### src/rtl/hazard_pkg.sv
// Shared types and encodings for the pipeline hazard/forwarding controller.
package hazard_pkg;

  localparam int unsigned FWD_W    = 3;
  // Widest register-number field carried in a scoreboard entry.
  localparam int unsigned RA_W_MAX = 8;

  localparam logic [FWD_W-1:0] FWD_NONE = 3'd0;
  localparam logic [FWD_W-1:0] STG_EXE  = 3'd1;
  localparam logic [FWD_W-1:0] STG_MEM  = 3'd2;
  localparam logic [FWD_W-1:0] STG_WB   = 3'd3;

  typedef struct packed {
    logic                valid;
    logic [RA_W_MAX-1:0] rd;
    logic                is_load;
  } sb_entry_t;

endpackage

### src/rtl/haz_match.sv
// Newest-match priority encoder for one source operand against the scoreboard.
module haz_match
  import hazard_pkg::*;
#(
  parameter int unsigned N_STG = 3
) (
  input  sb_entry_t [N_STG:1]  sb,
  input  logic [RA_W_MAX-1:0]  ra,
  output logic                 hit,
  output logic [FWD_W-1:0]     stage,
  output logic                 is_load
);

  // Walk oldest to newest so the smallest matching stage ends up winning.
  always_comb begin
    hit     = 1'b0;
    stage   = FWD_NONE;
    is_load = 1'b0;
    for (int k = int'(N_STG); k >= 1; k--) begin
      if (sb[k].valid && (sb[k].rd == ra) && (ra != '0)) begin
        hit     = 1'b1;
        stage   = FWD_W'(k);
        is_load = sb[k].is_load;
      end
    end
  end

endmodule

### src/rtl/pipe_hazard_unit.sv
// Hazard, stall and forwarding controller driven by a private scoreboard of
// in-flight GPR writers. Define HAZ_STATS_EN to add stall_cnt/loaduse_cnt.
module pipe_hazard_unit
  import hazard_pkg::*;
#(
  parameter int unsigned N_STG    = 3,
  parameter int unsigned LOAD_LAT = 1,
  parameter int unsigned RA_W     = 5
) (
  input  logic            clock,
  input  logic            reset,
  input  logic            id_valid,
  input  logic [RA_W-1:0] id_rs,
  input  logic [RA_W-1:0] id_rt,
  input  logic            id_use_rs,
  input  logic            id_use_rt,
  input  logic [RA_W-1:0] id_rd,
  input  logic            id_reg_write,
  input  logic            id_is_load,
  input  logic            id_branch,
  input  logic            id_redirect,
  output logic            stall,
  output logic            if_id_flush,
  output logic [2:0]      id_fwd_a,
  output logic [2:0]      id_fwd_b,
  output logic [2:0]      exe_fwd_a,
  output logic [2:0]      exe_fwd_b
`ifdef HAZ_STATS_EN
  ,
  output logic [31:0]     stall_cnt,
  output logic [31:0]     loaduse_cnt
`endif
);

  localparam logic [FWD_W-1:0] LU_MAX     = FWD_W'(LOAD_LAT);
  localparam logic [FWD_W-1:0] BR_LD_MAX  = FWD_W'(LOAD_LAT + 1);
  localparam logic [FWD_W-1:0] EXE_FWD_MX = FWD_W'(N_STG - 1);

  sb_entry_t [N_STG:1] sb;
  sb_entry_t           sb_in;

  logic             hit_a, hit_b;
  logic             ld_a, ld_b;
  logic [FWD_W-1:0] stg_a, stg_b;
  logic             lu_a, lu_b, br_a, br_b;
  logic             lu_stall;
  logic [FWD_W-1:0] exe_nxt_a, exe_nxt_b;

  haz_match #(.N_STG(N_STG)) u_match_a (
    .sb      (sb),
    .ra      (RA_W_MAX'(id_rs)),
    .hit     (hit_a),
    .stage   (stg_a),
    .is_load (ld_a)
  );

  haz_match #(.N_STG(N_STG)) u_match_b (
    .sb      (sb),
    .ra      (RA_W_MAX'(id_rt)),
    .hit     (hit_b),
    .stage   (stg_b),
    .is_load (ld_b)
  );

  // Stall, flush and forwarding decisions for the instruction sitting in ID.
  always_comb begin
    lu_a = id_use_rs & hit_a & ld_a & (stg_a <= LU_MAX);
    lu_b = id_use_rt & hit_b & ld_b & (stg_b <= LU_MAX);
    br_a = id_branch & id_use_rs & hit_a &
           ((stg_a == STG_EXE) | (ld_a & (stg_a <= BR_LD_MAX)));
    br_b = id_branch & id_use_rt & hit_b &
           ((stg_b == STG_EXE) | (ld_b & (stg_b <= BR_LD_MAX)));

    lu_stall    = id_valid & (lu_a | lu_b);
    stall       = id_valid & (lu_a | lu_b | br_a | br_b);
    if_id_flush = id_redirect & ~stall;

    id_fwd_a = (id_valid & ~stall & (stg_a >= STG_MEM)) ? stg_a : FWD_NONE;
    id_fwd_b = (id_valid & ~stall & (stg_b >= STG_MEM)) ? stg_b : FWD_NONE;

    // Producer advances one stage by the time the consumer reaches EXE;
    // a writer already in the last stage is covered by GPR write-through.
    exe_nxt_a = (~stall & hit_a & (stg_a <= EXE_FWD_MX)) ? stg_a : FWD_NONE;
    exe_nxt_b = (~stall & hit_b & (stg_b <= EXE_FWD_MX)) ? stg_b : FWD_NONE;

    sb_in.valid   = id_valid & id_reg_write & ~stall;
    sb_in.rd      = RA_W_MAX'(id_rd);
    sb_in.is_load = id_is_load;
  end

  // Scoreboard shift: new entry (or bubble) into stage 1, last stage retires.
  always_ff @(posedge clock or negedge reset) begin
    if (!reset) begin
      sb <= '0;
    end else begin
      sb <= {sb[N_STG-1:1], sb_in};
    end
  end

  // EXE operand selects, registered as the consumer moves into EXE.
  always_ff @(posedge clock or negedge reset) begin
    if (!reset) begin
      exe_fwd_a <= FWD_NONE;
      exe_fwd_b <= FWD_NONE;
    end else begin
      exe_fwd_a <= exe_nxt_a;
      exe_fwd_b <= exe_nxt_b;
    end
  end

`ifdef HAZ_STATS_EN
  logic lu_stall_q;

  // Stall statistics; a load-use stall is counted once on its first cycle.
  always_ff @(posedge clock or negedge reset) begin
    if (!reset) begin
      stall_cnt   <= '0;
      loaduse_cnt <= '0;
      lu_stall_q  <= 1'b0;
    end else begin
      lu_stall_q <= lu_stall;
      if (stall) begin
        stall_cnt <= stall_cnt + 32'd1;
      end
      if (lu_stall && !lu_stall_q) begin
        loaduse_cnt <= loaduse_cnt + 32'd1;
      end
    end
  end
`else
  logic unused_lu;
  assign unused_lu = lu_stall;
`endif

endmodule

### config.mk
export PLATFORM = sky130hd
export DESIGN_NAME = pipe_hazard_unit
export DESIGN_NICKNAME = d
export VERILOG_FILES = /design/src/rtl/hazard_pkg.sv /design/src/rtl/haz_match.sv /design/src/rtl/pipe_hazard_unit.sv
export SDC_FILE = /design/constraint.sdc
export NUM_CORES = 1
export LEC_CHECK = 0
export BUFFER_PORTS_ARGS = -buffer_cell sky130_fd_sc_hd__buf_2
export CAP_MARGIN = 10
export CORE_ASPECT_RATIO = 0.8
export CORE_MARGIN = 4
export CORE_UTILIZATION = 40
export DETAILED_ROUTE_END_ITERATION = 8
export PLACE_DENSITY_LB_ADDON = 0.1
export SLEW_MARGIN = 20
export SYNTH_ARGS = -nofsm -noshare
export SYNTH_HDL_FRONTEND = slang
export SYNTH_SLANG_ARGS = --single-unit
### constraint.sdc
create_clock -name clock -period 2 [get_ports clock]
set_input_delay 0.3 -clock clock [delete_from_list [all_inputs] [get_ports clock]]
set_output_delay 0.3 -clock clock [all_outputs]
set_load 0.01 [all_outputs]
==> results of run 1 <==
final timing paths:
path | depth (start not counted) | startpoint | slack, ns | endpoint
worst max register to register | 6 | sb[3] | 0.15 | exe_fwd_a[0]
min in group clock | 1 | id_is_load | 0.13 | sb[0]
max in group asynchronous | 1 | reset | 1.61 | sb[1]
worst min register to register | 0 | sb[0] | 0.38 | sb[10]
worst max-delay path | 6 | sb[3] | -0.28 | if_id_flush
worst min-delay path | 1 | reset | -0.004 | sb[21]
routing by layer:
layer  vias up  wire length [um]  GRT usage (%)  share of wire (%)
met4         0                25          3.343               0.87
li1        498                 -              -                  -
met5         -                 0              0                  0
met2        25              1343          25.68                 47
met3         4               177          4.754                6.2
met1       485              1321          21.19                 46
cell type report:
| class | count | area (sq um) | area share (%) |
|---|---|---|---|
| clock buffer | 3 | 41.29 | 2.384 |
| clock inverter | 1 | 30.03 | 1.734 |
| inverter | 2 | 7.507 | 0.4335 |
| multi-input combinational | 87 | 658.1 | 38.01 |
| sequential | 24 | 601.8 | 34.75 |
| tap | 38 | 47.55 | 2.746 |
| timing repair buffer | 56 | 345.3 | 19.94 |
cells in the mapped netlist (all sizes together):
| library cell | count |
|---|---|
| dfrtp | 24 |
| xnor2 | 22 |
| nand2 | 10 |
| nor2 | 9 |
| nor3 | 9 |
| nand3 | 8 |
| xor2 | 6 |
| buf | 4 |
| a21oi | 3 |
| a31oi | 2 |
| and2 | 2 |
| inv | 2 |
| nand4 | 2 |
| nor2b | 2 |
| o211ai | 2 |
| or4 | 2 |
| conb | 1 |
| nor3b | 1 |
| nor4 | 1 |
| o21ai | 1 |
| or3b | 1 |
critical path, stage by stage (launching register included):
cell,delay (ns)
dfrtp_1,0.41
xor2_1,0.17
nor4_2,0.32
or3b_4,0.46
a31oi_4,0.18
nor2b_2,0.05
buf_2,0.13
registers in the layout (all words and copies together), names as in the netlist:
signal / count
sb: 20
exe_fwd_b: 2
exe_fwd_a: 2
power by group:
group | total (uW) | internal (uW) | leakage [uW] | switching [uW]
logic | 186 | 97.2 | 0.000472 | 88.7
clock network | 424 | 268 | 0.0000357 | 157
registers | 527 | 506 | 0.000292 | 20.5
total | 1140 | 871 | 0.000799 | 266
timing repair:
action	CTS	global route
resized for setup	11	7
setup buffers	6	1
pin swaps	9	4
setup endpoints to repair	6	6
cells by family after synthesis:
logic type             count (synthesis)
AND/OR/NAND/NOR                       47
XOR/XNOR                              28
flip-flops                            24
AO/OA/AOI/OAI                          8
buffers and inverters                  6
other                                  1
through the flow:
stage | instance area [sq um] | hold slack (ns) | power (uW) | util (%)
after floorplan | 1222 | 0.004409 | 616.2 | -
after CTS | 1700 | 0.01864 | 1143 | 60.11
final | 1732 | -0.004263 | 1137 | 61.21
after global placement | 1525 | 0.3143 | 692.1 | 53.91
after global routing | 1732 | 0.05210 | 1194 | 61.21
after detailed placement | 1525 | 0.3172 | 694.8 | 53.91
==> results by group, run 1 <==
Status
  • Status: finished with violations
  • Failing checks: negative hold slack, negative setup slack

Detailed routing
  • Detail Route Antenna Nets: 0
  • DRT iter0 DRCs: 33
  • Routed Wire Length: 2868 um
  • Drt pass-1 iters: 4
  • Via count: around 1,000
  • Routed wire length per instance: 13.59 um
  • DRC Markers: 0
  • Via/cell ratio: 4.796

STA
  • Hold slack: -0.004263 ns
  • RSZ-0062 raised after global routing: yes
  • Worst Tran Pin Value: 0.5283 ns
  • PnR worst setup slack: -0.2844 ns
  • Final setup TNS: -1.342 ns
  • FMAX: 0.4378 GHz
  • Clk_skew: 0.008219 ns
  • Final Cycle Share: 114.2%
  • Slew Limit Fails: 0
  • Setup violators final: 6
  • Final min period: approximately 2.3 ns
  • Rel. slew slack: 64.78%
  • Hold Violations, Final: 9

Placement
  • GPL Wtd Cong: 0.8197
  • DP HPWL: 2259 um
  • Setup WS pre-CTS: -0.1573 ns
  • Port Buffers: 33
  • Inst Count DP: 200

Hold path
  • Worst hold path type: in2async

Yosys
  • Yosys cell types: 25
  • Register area share after synthesis: 49.69%
  • Syn Area/Cell: 10.60 sq um
  • YS warnings: 0
  • Mapped cell area: 1209 sq um
  • Xor/xnor share of the synthesized area: 20.29%
  • Syn Inst Count: 114
  • Synth Area in Adders: 0%
  • Post-Synth Simple-Gate Area: between 20% and 30%
  • Largest family of logic cells by synthesized area: simple AND/OR/NAND/NOR gates
  • Top cells by area in the synthesized netlist: dfrtp_1 50%, xnor2_1 16%, xor2_1 4.3%
  • Yosys top cell area share: 49.69%
  • FF+latch count, synth: 24
  • Dominant cell type by area after synthesis: dfrtp_1
  • Post-synthesis mux area share: 0%
  • Synth Area in Compound Gates: roughly 5.6%

Clock network
  • Hold Buf Count CTS: 0
  • Root Driver: clkbuf_8
  • Htree depth: 1
  • Num CTS Buffers: 3
  • Clock buffer depth: 2
  • CTS tree: done
  • Worst-path clk slew: about 0.090 ns
  • Clock Latency Late Sink: 0.27 ns
  • Sink Count: 24

GRT
  • Vias in the first global route: 1,045
  • Initial antenna violation count: 0
  • Tot GR Track Use: 15.85%
  • First-pass GRT wire length: 4995 um
  • Total grt overflow: 0
  • Largest net degree at the start of global routing: 25

Pwr
  • P per Cell Area: 656.6 nW/um^2
  • LEAKAGE: 0.0007991 uW
  • Worst ir drop on vdd: 0.5205 mV

Floorplanning
  • Chip height: between 50 and 60 um
  • Die width: 69.46 um
  • Starting Density: 42.72%
  • Die area: ~4000 sq um
  • I/O pin count: 38
  • Core box area: 2829 sq um
  • Row cnt: 17

Finish
  • Ratio of cells with drive above 1 in the final layout: about half
  • Fin nets: 198
  • Ant. Diodes: 0
  • Area growth syn-to-layout: 43.27%
  • # fillers: 244
  • Layout Cells excl Fill: 211
  • Commonest cells after routing, fill and taps aside: 33 x buf_2, 23 x dfrtp_1, 21 x buf_4
  • Commonest non-fill, non-tap cell in the layout: buf_2

Setup path
  • CP Launch Type: flip-flop
  • Kind of critical path: reg2out
  • Required @ worst endpoint: between 1.5 and 2 ns
  • Worst Setup End Kind: output pin
  • Worst Path Max Fanout: 3
  • WP data arrival: 1.98 ns

Job
  • Max Cap Viol: 0
Power figures use the tool's default switching activity.
==> run 2, diff against run 1 <==
--- a/config.mk
+++ b/config.mk
@@ -5,6 +5,7 @@
 export SDC_FILE = /design/constraint.sdc
 export NUM_CORES = 1
 export LEC_CHECK = 0
+export ABC_CLOCK_PERIOD_IN_PS = 2000
 export BUFFER_PORTS_ARGS = -buffer_cell sky130_fd_sc_hd__buf_2
 export CAP_MARGIN = 10
 export CORE_ASPECT_RATIO = 0.8
@@ -12,6 +13,7 @@
 export CORE_UTILIZATION = 40
 export DETAILED_ROUTE_END_ITERATION = 8
 export PLACE_DENSITY_LB_ADDON = 0.1
+export RECOVER_POWER = 25
 export SLEW_MARGIN = 20
 export SYNTH_ARGS = -nofsm -noshare
 export SYNTH_HDL_FRONTEND = slang
==> results by group, run 2 (same netlist as run 1, synthesis figures left out) <==
Setup path
  • Worst path slowest cell: or3b_4
  • Required @ worst endpoint: 1.70 ns
  • Worst-path cell chain: xor2_1 > nor4_2 > or3b_4 > a31oi_4 > nor2b_2 > buf_2
  • Kind of critical path: reg2out
  • CP Launch Type: flip-flop
  • WP data arrival: 1.98 ns
  • Worst Path Max Fanout: 3
  • Reg-to-reg slack, setup: 0.15 ns
  • Critical Path Max Stage Delay: around 0.46 ns
  • Worst Setup End Kind: output pin

Finish
  • Fin util: about 61%
  • Commonest non-fill, non-tap cell in the layout: buf_2
  • Ant. Diodes: 0
  • Biggest regs: sb x20, exe_fwd_a x2, exe_fwd_b x2
  • Commonest cells after routing, fill and taps aside: 32 x buf_2, 23 x dfrtp_1, 21 x buf_4
  • Layout Cells excl Fill: 211
  • # fillers: 245
  • Post-route cell area: 1730 sq um
  • Ratio of cells with drive above 1 in the final layout: 47.98%
  • Area growth syn-to-layout: 43.17%
  • Biggest register: sb
  • Max reg flops: 20
  • Fin nets: 198

Clock network
  • Num CTS Buffers: 3
  • Clock Latency Late Sink: 0.27 ns
  • CTS tree: done
  • Worst-path clk slew: 0.08 ns
  • Hold Buf Count CTS: 0
  • Clock buffer depth: 2
  • Root Driver: clkbuf_8
  • Sink Count: 24
  • Htree depth: 1

Hold path
  • Worst hold path type: in2reg

Pwr
  • Worst ir drop on vdd: between 0.5 and 0.6 mV
  • LEAKAGE: 0.0007964 uW
  • P per Cell Area: 656.9 nW/um^2

Floorplanning
  • I/O pin count: 38
  • Chip height: between 50 and 60 um
  • Die width: 69.46 um
  • Row cnt: 17
  • Core box area: between 2000 and 3000 sq um
  • Starting Density: 42.72%
  • Die area: 3970 sq um

STA
  • RSZ-0062 raised after global routing: yes
  • Setup violators final: 6
  • Worst Tran Pin Value: 1.267 ns
  • Clk_skew: 0.008181 ns
  • Rel. slew slack: 15.55%
  • PnR worst setup slack: -0.2846 ns
  • Hold Violations, Final: 0
  • Hold slack: 0.1344 ns
  • Final Cycle Share: 114.2%
  • Slew Limit Fails: 0
  • FMAX: roughly 0.44 GHz
  • Final min period: between 2 and 2.5 ns

Detailed routing
  • DRC Markers: 0
  • Routed wire length per instance: 13.58 um
  • Via/cell ratio: 4.796
  • Drt pass-1 iters: 4
  • DRT iter0 DRCs: 33
  • Routed Wire Length: 2866 um
  • Via count: approximately 1,000
  • Detail Route Antenna Nets: 0

GRT
  • First-pass GRT wire length: 4995 um
  • Tot GR Track Use: 15.85%
  • Total grt overflow: 0
  • Initial antenna violation count: 0
  • Vias in the first global route: between 1,000 and 1,500
  • Largest net degree at the start of global routing: 25

Placement
  • GPL Wtd Cong: between 0.8 and 0.9
  • DP HPWL: 2259 um
  • Port Buffers: 33
  • Cell area after placement: 1525 sq um
  • Inst Count DP: 200

Status
  • Failing checks: negative setup slack
  • Status: finished with violations

Job
  • Max Cap Viol: 0
==> run 2: critical path, delay by kind of cell (launching register included) <==
| kind | cells | cell delay (ns) |
|---|---|---|
| buffers and inverters | 1 | 0.13 |
| AND/OR/NAND/NOR | 3 | 0.83 |
| XOR/XNOR | 1 | 0.17 |
| flip-flops | 1 | 0.41 |
| AO/OA/AOI/OAI | 1 | 0.18 |
==> run 2: area by class of cell <==
cell class / instances / area, sq um / area share (%)
clock buffers: 3 / 41.29 / 2.386
clock inverters: 1 / 30.03 / 1.735
flip-flops and latches: 24 / 601.8 / 34.78
inverters: 2 / 7.507 / 0.4338
well taps: 38 / 47.55 / 2.748
multi-input cells: 87 / 658.1 / 38.03
repair buffers: 56 / 344.1 / 19.88
==> run 2: worst paths after layout <==
check	start	end	cells after the start
worst max-delay path	sb[3]	if_id_flush	6
worst min-delay path	id_is_load	sb[0]	1
worst max register to register	sb[3]	exe_fwd_a[0]	6
worst min register to register	sb[0]	sb[10]	0
max in group asynchronous	reset	sb[1]	1
min in group asynchronous	reset	sb[21]	1
==> run 2: repair_timing <==
item / in CTS / in global routing
pin swaps: 9 / 4
hold endpoints to repair: 0 / 0
endpoints found under the setup margin: 6 / 6
gates resized for setup: 11 / 7
buffers inserted: 6 / 1
==> run 2: metal layers <==
metal | vias to the layer above | share of wire [%] | global-route usage [%]
met5 | - | 0 | 0
met3 | 4 | 6.1 | 4.754
met1 | 485 | 46 | 21.19
met4 | 0 | 0.87 | 3.343
met2 | 25 | 47 | 25.68
li1 | 498 | - | -
==> run 2: stage by stage <==
stage	total power, uW	TNS [ns]	setup slack, ns
after detailed placement	694.8	-0.7780	-0.1573
after global placement	692.1	-0.6540	-0.1223
after floorplan	616.2	0	0.03629
final	1137	-1.344	-0.2846
after CTS	1143	-1.330	-0.2760
after global routing	1193	-2.162	-0.4164
==> run 2: power by group <==
group	internal, uW	switching (uW)	total, uW	leakage, uW
registers	506	20.5	527	0.000292
logic	96.8	88.7	186	0.000469
clock network	268	157	424	0.0000357
total	871	266	1140	0.000796
